File: config.mk
export PLATFORM = sky130hd
export DESIGN_NAME = uart_rx
export DESIGN_NICKNAME = d
export VERILOG_FILES = /design/src/rtl/uart_rx.sv
export SDC_FILE = /design/constraint.sdc
export NUM_CORES = 1
export LEC_CHECK = 0
export ABC_AREA = 1
export CORE_ASPECT_RATIO = 0.6
export CORE_MARGIN = 2
export CORE_UTILIZATION = 50
export DETAILED_ROUTE_END_ITERATION = 8
export PLACE_DENSITY = 0.72
export SETUP_SLACK_MARGIN = 0.1
export SYNTH_ARGS = -nofsm -noshare
export SYNTH_HDL_FRONTEND = slang
export SYNTH_SLANG_ARGS = --single-unit
File: constraint.sdc
create_clock -name clk -period 3.71 [get_ports clk]
set_clock_uncertainty 0.05 [all_clocks]
set_input_delay 1.113 -clock clk [delete_from_list [all_inputs] [get_ports clk]]
set_output_delay 1.113 -clock clk [all_outputs]
set_load 0.02 [all_outputs]
File: src/rtl/uart_rx.sv
// UART receiver: 16x oversampled, 5-8 data bits, optional parity, one-word holding register.
// Define UART_RX_MAJORITY_EN to take a 2-of-3 vote of counts 6/7/8 instead of the single count-7 sample.
module uart_rx (
  input  logic       clk,
  input  logic       reset,
  input  logic       tick_rx_i,
  input  logic       rx_i,
  input  logic [1:0] data_bits_i,
  input  logic       parity_en_i,
  input  logic       parity_odd_i,
  input  logic       rd_i,
  output logic [7:0] data_o,
  output logic       valid_o,
  output logic       parity_err_o,
  output logic       frame_err_o,
  output logic       overrun_o,
  output logic       busy_o
);

  typedef enum logic [2:0] {
    IDLE,
    START,
    DATA,
    PARITY,
    STOP
  } state_e;

  state_e     state_q, state_d;
  logic       sync1_q, sync2_q, rxPrev_q;
  logic [3:0] tickCnt_q, tickCnt_d;
  logic [2:0] bitCnt_q, bitCnt_d;
  logic [2:0] lastBit_q, lastBit_d;
  logic [7:0] shiftReg_q, shiftReg_d;
  logic       parityAcc_q, parityAcc_d;
  logic       parErr_q, parErr_d;
  logic       parityEn_q, parityEn_d;
  logic       parityOdd_q, parityOdd_d;

  logic [7:0] data_q, data_d;
  logic       valid_q, valid_d;
  logic       parityErr_q, parityErr_d;
  logic       frameErr_q, frameErr_d;
  logic       overrun_q, overrun_d;

  logic       sampleEn, sampleBit, bitDone;
  logic       complete, frameErrNext;

  assign bitDone = tick_rx_i && (tickCnt_q == 4'd15);

`ifdef UART_RX_MAJORITY_EN
  logic samp6_q, samp7_q, samp6_d, samp7_d;

  always_comb begin
    samp6_d = samp6_q;
    samp7_d = samp7_q;
    if (tick_rx_i && (tickCnt_q == 4'd6)) samp6_d = sync2_q;
    if (tick_rx_i && (tickCnt_q == 4'd7)) samp7_d = sync2_q;
  end

  always_ff @(posedge clk) begin
    if (reset) begin
      samp6_q <= 1'b1;
      samp7_q <= 1'b1;
    end else begin
      samp6_q <= samp6_d;
      samp7_q <= samp7_d;
    end
  end

  // The third vote is the live count-8 value, so the decision lands on count 8.
  assign sampleEn  = tick_rx_i && (tickCnt_q == 4'd8);
  assign sampleBit = (samp6_q & samp7_q) | (samp6_q & sync2_q) | (samp7_q & sync2_q);
`else
  assign sampleEn  = tick_rx_i && (tickCnt_q == 4'd7);
  assign sampleBit = sync2_q;
`endif

  always_ff @(posedge clk) begin
    if (reset) begin
      state_q     <= IDLE;
      sync1_q     <= 1'b1;
      sync2_q     <= 1'b1;
      rxPrev_q    <= 1'b1;
      tickCnt_q   <= 4'd0;
      bitCnt_q    <= 3'd0;
      lastBit_q   <= 3'd7;
      shiftReg_q  <= 8'd0;
      parityAcc_q <= 1'b0;
      parErr_q    <= 1'b0;
      parityEn_q  <= 1'b0;
      parityOdd_q <= 1'b0;
      data_q      <= 8'd0;
      valid_q     <= 1'b0;
      parityErr_q <= 1'b0;
      frameErr_q  <= 1'b0;
      overrun_q   <= 1'b0;
    end else begin
      state_q     <= state_d;
      sync1_q     <= rx_i;
      sync2_q     <= sync1_q;
      rxPrev_q    <= sync2_q;
      tickCnt_q   <= tickCnt_d;
      bitCnt_q    <= bitCnt_d;
      lastBit_q   <= lastBit_d;
      shiftReg_q  <= shiftReg_d;
      parityAcc_q <= parityAcc_d;
      parErr_q    <= parErr_d;
      parityEn_q  <= parityEn_d;
      parityOdd_q <= parityOdd_d;
      data_q      <= data_d;
      valid_q     <= valid_d;
      parityErr_q <= parityErr_d;
      frameErr_q  <= frameErr_d;
      overrun_q   <= overrun_d;
    end
  end

  always_comb begin
    state_d      = state_q;
    tickCnt_d    = tickCnt_q;
    bitCnt_d     = bitCnt_q;
    lastBit_d    = lastBit_q;
    shiftReg_d   = shiftReg_q;
    parityAcc_d  = parityAcc_q;
    parErr_d     = parErr_q;
    parityEn_d   = parityEn_q;
    parityOdd_d  = parityOdd_q;
    complete     = 1'b0;
    frameErrNext = 1'b0;

    if ((state_q != IDLE) && tick_rx_i) tickCnt_d = tickCnt_q + 4'd1;

    case (state_q)
      IDLE: begin
        tickCnt_d = 4'd0;
        // Edge detect rather than level, so a low stop bit cannot retrigger a frame.
        if (rxPrev_q && !sync2_q) begin
          state_d     = START;
          lastBit_d   = {1'b0, data_bits_i} + 3'd4;
          parityEn_d  = parity_en_i;
          parityOdd_d = parity_odd_i;
          bitCnt_d    = 3'd0;
          shiftReg_d  = 8'd0;
          parityAcc_d = 1'b0;
          parErr_d    = 1'b0;
        end
      end
      START: begin
        if (sampleEn && sampleBit) state_d = IDLE;
        else if (bitDone)          state_d = DATA;
      end
      DATA: begin
        if (sampleEn) begin
          shiftReg_d[bitCnt_q] = sampleBit;
          parityAcc_d          = parityAcc_q ^ sampleBit;
        end
        if (bitDone) begin
          if (bitCnt_q == lastBit_q) state_d = parityEn_q ? PARITY : STOP;
          else                       bitCnt_d = bitCnt_q + 3'd1;
        end
      end
      PARITY: begin
        if (sampleEn) parErr_d = parityAcc_q ^ sampleBit ^ parityOdd_q;
        if (bitDone)  state_d  = STOP;
      end
      STOP: begin
        if (sampleEn) begin
          complete     = 1'b1;
          frameErrNext = ~sampleBit;
          state_d      = IDLE;
        end
      end
      default: state_d = IDLE;
    endcase
  end

  // Holding register: a completing word always wins over a concurrent read.
  always_comb begin
    data_d      = data_q;
    valid_d     = valid_q;
    parityErr_d = parityErr_q;
    frameErr_d  = frameErr_q;
    overrun_d   = overrun_q;
    if (complete) begin
      data_d      = shiftReg_q;
      parityErr_d = parErr_q;
      frameErr_d  = frameErrNext;
      valid_d     = 1'b1;
      if (valid_q && !rd_i) overrun_d = 1'b1;
    end else if (rd_i && valid_q) begin
      valid_d     = 1'b0;
      parityErr_d = 1'b0;
      frameErr_d  = 1'b0;
      overrun_d   = 1'b0;
    end
  end

  assign data_o       = data_q;
  assign valid_o      = valid_q;
  assign parity_err_o = parityErr_q;
  assign frame_err_o  = frameErr_q;
  assign overrun_o    = overrun_q;
  assign busy_o       = (state_q != IDLE);

endmodule

==> qor.yml <==
worstPathRequired_ns: 2.55
worstMarginPinSlew_ns: 0.5532
worstSetupPathType: "flop to primary output"
critPathArrivalTime_ns: 1.68
setup_viol: 0
cts_buffers: 5
grt_max_degree: 19
yosysSeqAreaShare_pct: 43.12
fin_ws_ns: 0.8693
port_buffers: 21
post-route-min-period_ns: 2.841
drive_above_1_share_pct: 7.380
power_uw: 1259
area_growth_pct: 17.76
leakagePower_uw: 0.0009040
syn_area_per_cell_um2: 7.213
cts_tree: "yes"
synth.net_count: 262
avgRoutedWirePerCell_um: 12.58
syn_area_mm2: 0.001810
finish.utilization_pct: 63.39
power.density_mw_per_mm2: 590.6
clk_path_buf_depth: 2
ir_drop_mv: 0.2990
drt_iter0_drc: 90
dieWidth_um: 81.69
multi_input_area_um2: 875.8
crit_path_max_fanout: 5
cp-end-kind: "primary output"
rows: 16
die_area_mm2: 0.004134
drc: 0
vias: 1683
rsz0062_at_grt: "false"
grt.overflow.total: 0
final_nets: 281
track_usage_pct: 22.89
fin_area_mm2: 0.002132
final.period_utilization_pct: 76.57
ys_warn_count: 0
max_cap_viol_count: 0
fmax_ghz: 0.3520
initial_core_util_pct: 53.83
grt_pass1_wl_um: 7072
ios: 22
root_buffer: "clkbuf_8"
holdCritPathClass: "flop to flop"
synth.distinct_cells: 28
grt_pass1_vias: 1474
clk_pin_slew_ns: 0.08
htreeDepth: 2
antenna_left: 0
reg2reg_setup_slack_ns: 1.87
dp_slack_ns: 0.8424
internal-power_uw: 772.8
slew_viol_final: 0
post-cts-setup-buffers: 0
status: "finished clean"
coreArea_mm2: 0.003363
p_sw_uw: 486.4
slew_headroom_pct: 63.08
dpl.hpwl_um: 2679
routed_via_density: 5.326
routabilityCongestion: 0.8454
die-height_um: 50.61
hold_viol: 0
final_cell_mix: "46 x nor2_1, 39 x dfxtp_1, 37 x nand2_1"
post_cts_resized: 0
syn_inst: 251
antenna_found_initial: 0
ff_latch_area_um2: 780.7
seq_power_share_pct: 39.8
p_clk_share_pct: 25.0
setup_tns_ns: 0
combPwrFrac_pct: 35.2
critical_path.startpoint_type: "flop"
drtPass1Iterations: 4
cts_sinks: 39
synth-seq-cells: 39
final_common_cell: "nor2_1"
worst_skew_pair.late_latency_ns: 0.29
fill_cells: 311
switching_share_pct: 38.63
placed_cell_area_mm2: 0.002032
antenna_cells: 0
wirelength_um: 3976
hold_buffers: 0
## metrics by stage
| step | hold slack (ns) | instances |
|---|---|---|
| after floorplan | 0.3395 | 251 |
| after global placement | 0.3442 | 308 |
| after detailed placement | 0.3473 | 308 |
| after CTS | 0.3689 | 316 |
| after global routing | 0.4093 | 316 |
| final | 0.3672 | 316 |
## final timing paths
check,start,end,cells after the start
worst max register to register,state_q[2],state_q[1],8
worst max-delay path,state_q[0],busy_o,3
worst min-delay path,sync1_q,sampleBit,1
worst min register to register,sync1_q,sampleBit,1
## power groups by stage
stage	Sequential (uW)	Combinational [uW]	Clock [uW]
after floorplan	489	361	0
after global placement	508	430	0
after detailed placement	508	436	0
after CTS	499	437	322
after global routing	506	504	344
final	501	443	315
## kinds of logic (layout without fill, tap and decap cells)
kind of cell	after synthesis	in the layout	synth area share, %
compound gates	48	48	14.65
simple gates	123	123	30.41
xor+xnor	4	4	1.935
fa+ha+maj	2	2	1.382
flops	39	39	43.12
buf+inv	35	55	8.500
## routing by layer
metal | track usage (%) | routed length (um)
met1 | 34.86 | 2114
met2 | 29.23 | 1522
met3 | 8.633 | 289
met4 | 6.667 | 49
met5 | 0 | 0
## cells in the mapped netlist (all sizes together)
| cell | count | area [um2] |
|---|---|---|
| nor2 | 49 | 201.5 |
| or2 | 3 | 18.77 |
| o21ai | 22 | 113.9 |
| nand4 | 10 | 62.56 |
| nor3 | 8 | 40.04 |
| nand3 | 12 | 60.06 |
| o211ai | 4 | 30.03 |
| dfxtp | 39 | 780.8 |
| xor2 | 2 | 17.52 |
| a21oi | 22 | 121.4 |
| nor3b | 2 | 15.01 |
| nand3b | 1 | 7.510 |
| xnor2 | 2 | 17.52 |
| buf | 7 | 37.54 |
| nand2 | 38 | 145.1 |
| clkbuf | 5 | 30.02 |
| ha | 2 | 25.02 |
| inv | 23 | 86.33 |
## registers in the layout, indices dropped and copies added (netlist names), 2 cells and up
register,count
data_o,8
bitCnt_q,3
tickCnt_q,4
shiftReg_q,8
lastBit_q,2
state_q,3
## area by class of cell
type / instances / area share (%)
inverters: 23 / 4.049
clock buffers: 8 / 4.695
flip-flops and latches: 39 / 36.62
well taps: 45 / 2.641
repair buffers: 24 / 10.92
multi-input cells: 177 / 41.08
## worst max-delay path, cell delays in order, from the launching register on
cell	delay (ns)
dfxtp_1	0.46
nor2_1	0.13
nand2_2	0.16
clkdlybuf4s50_1	0.63
Power figures use the tool's default switching activity.
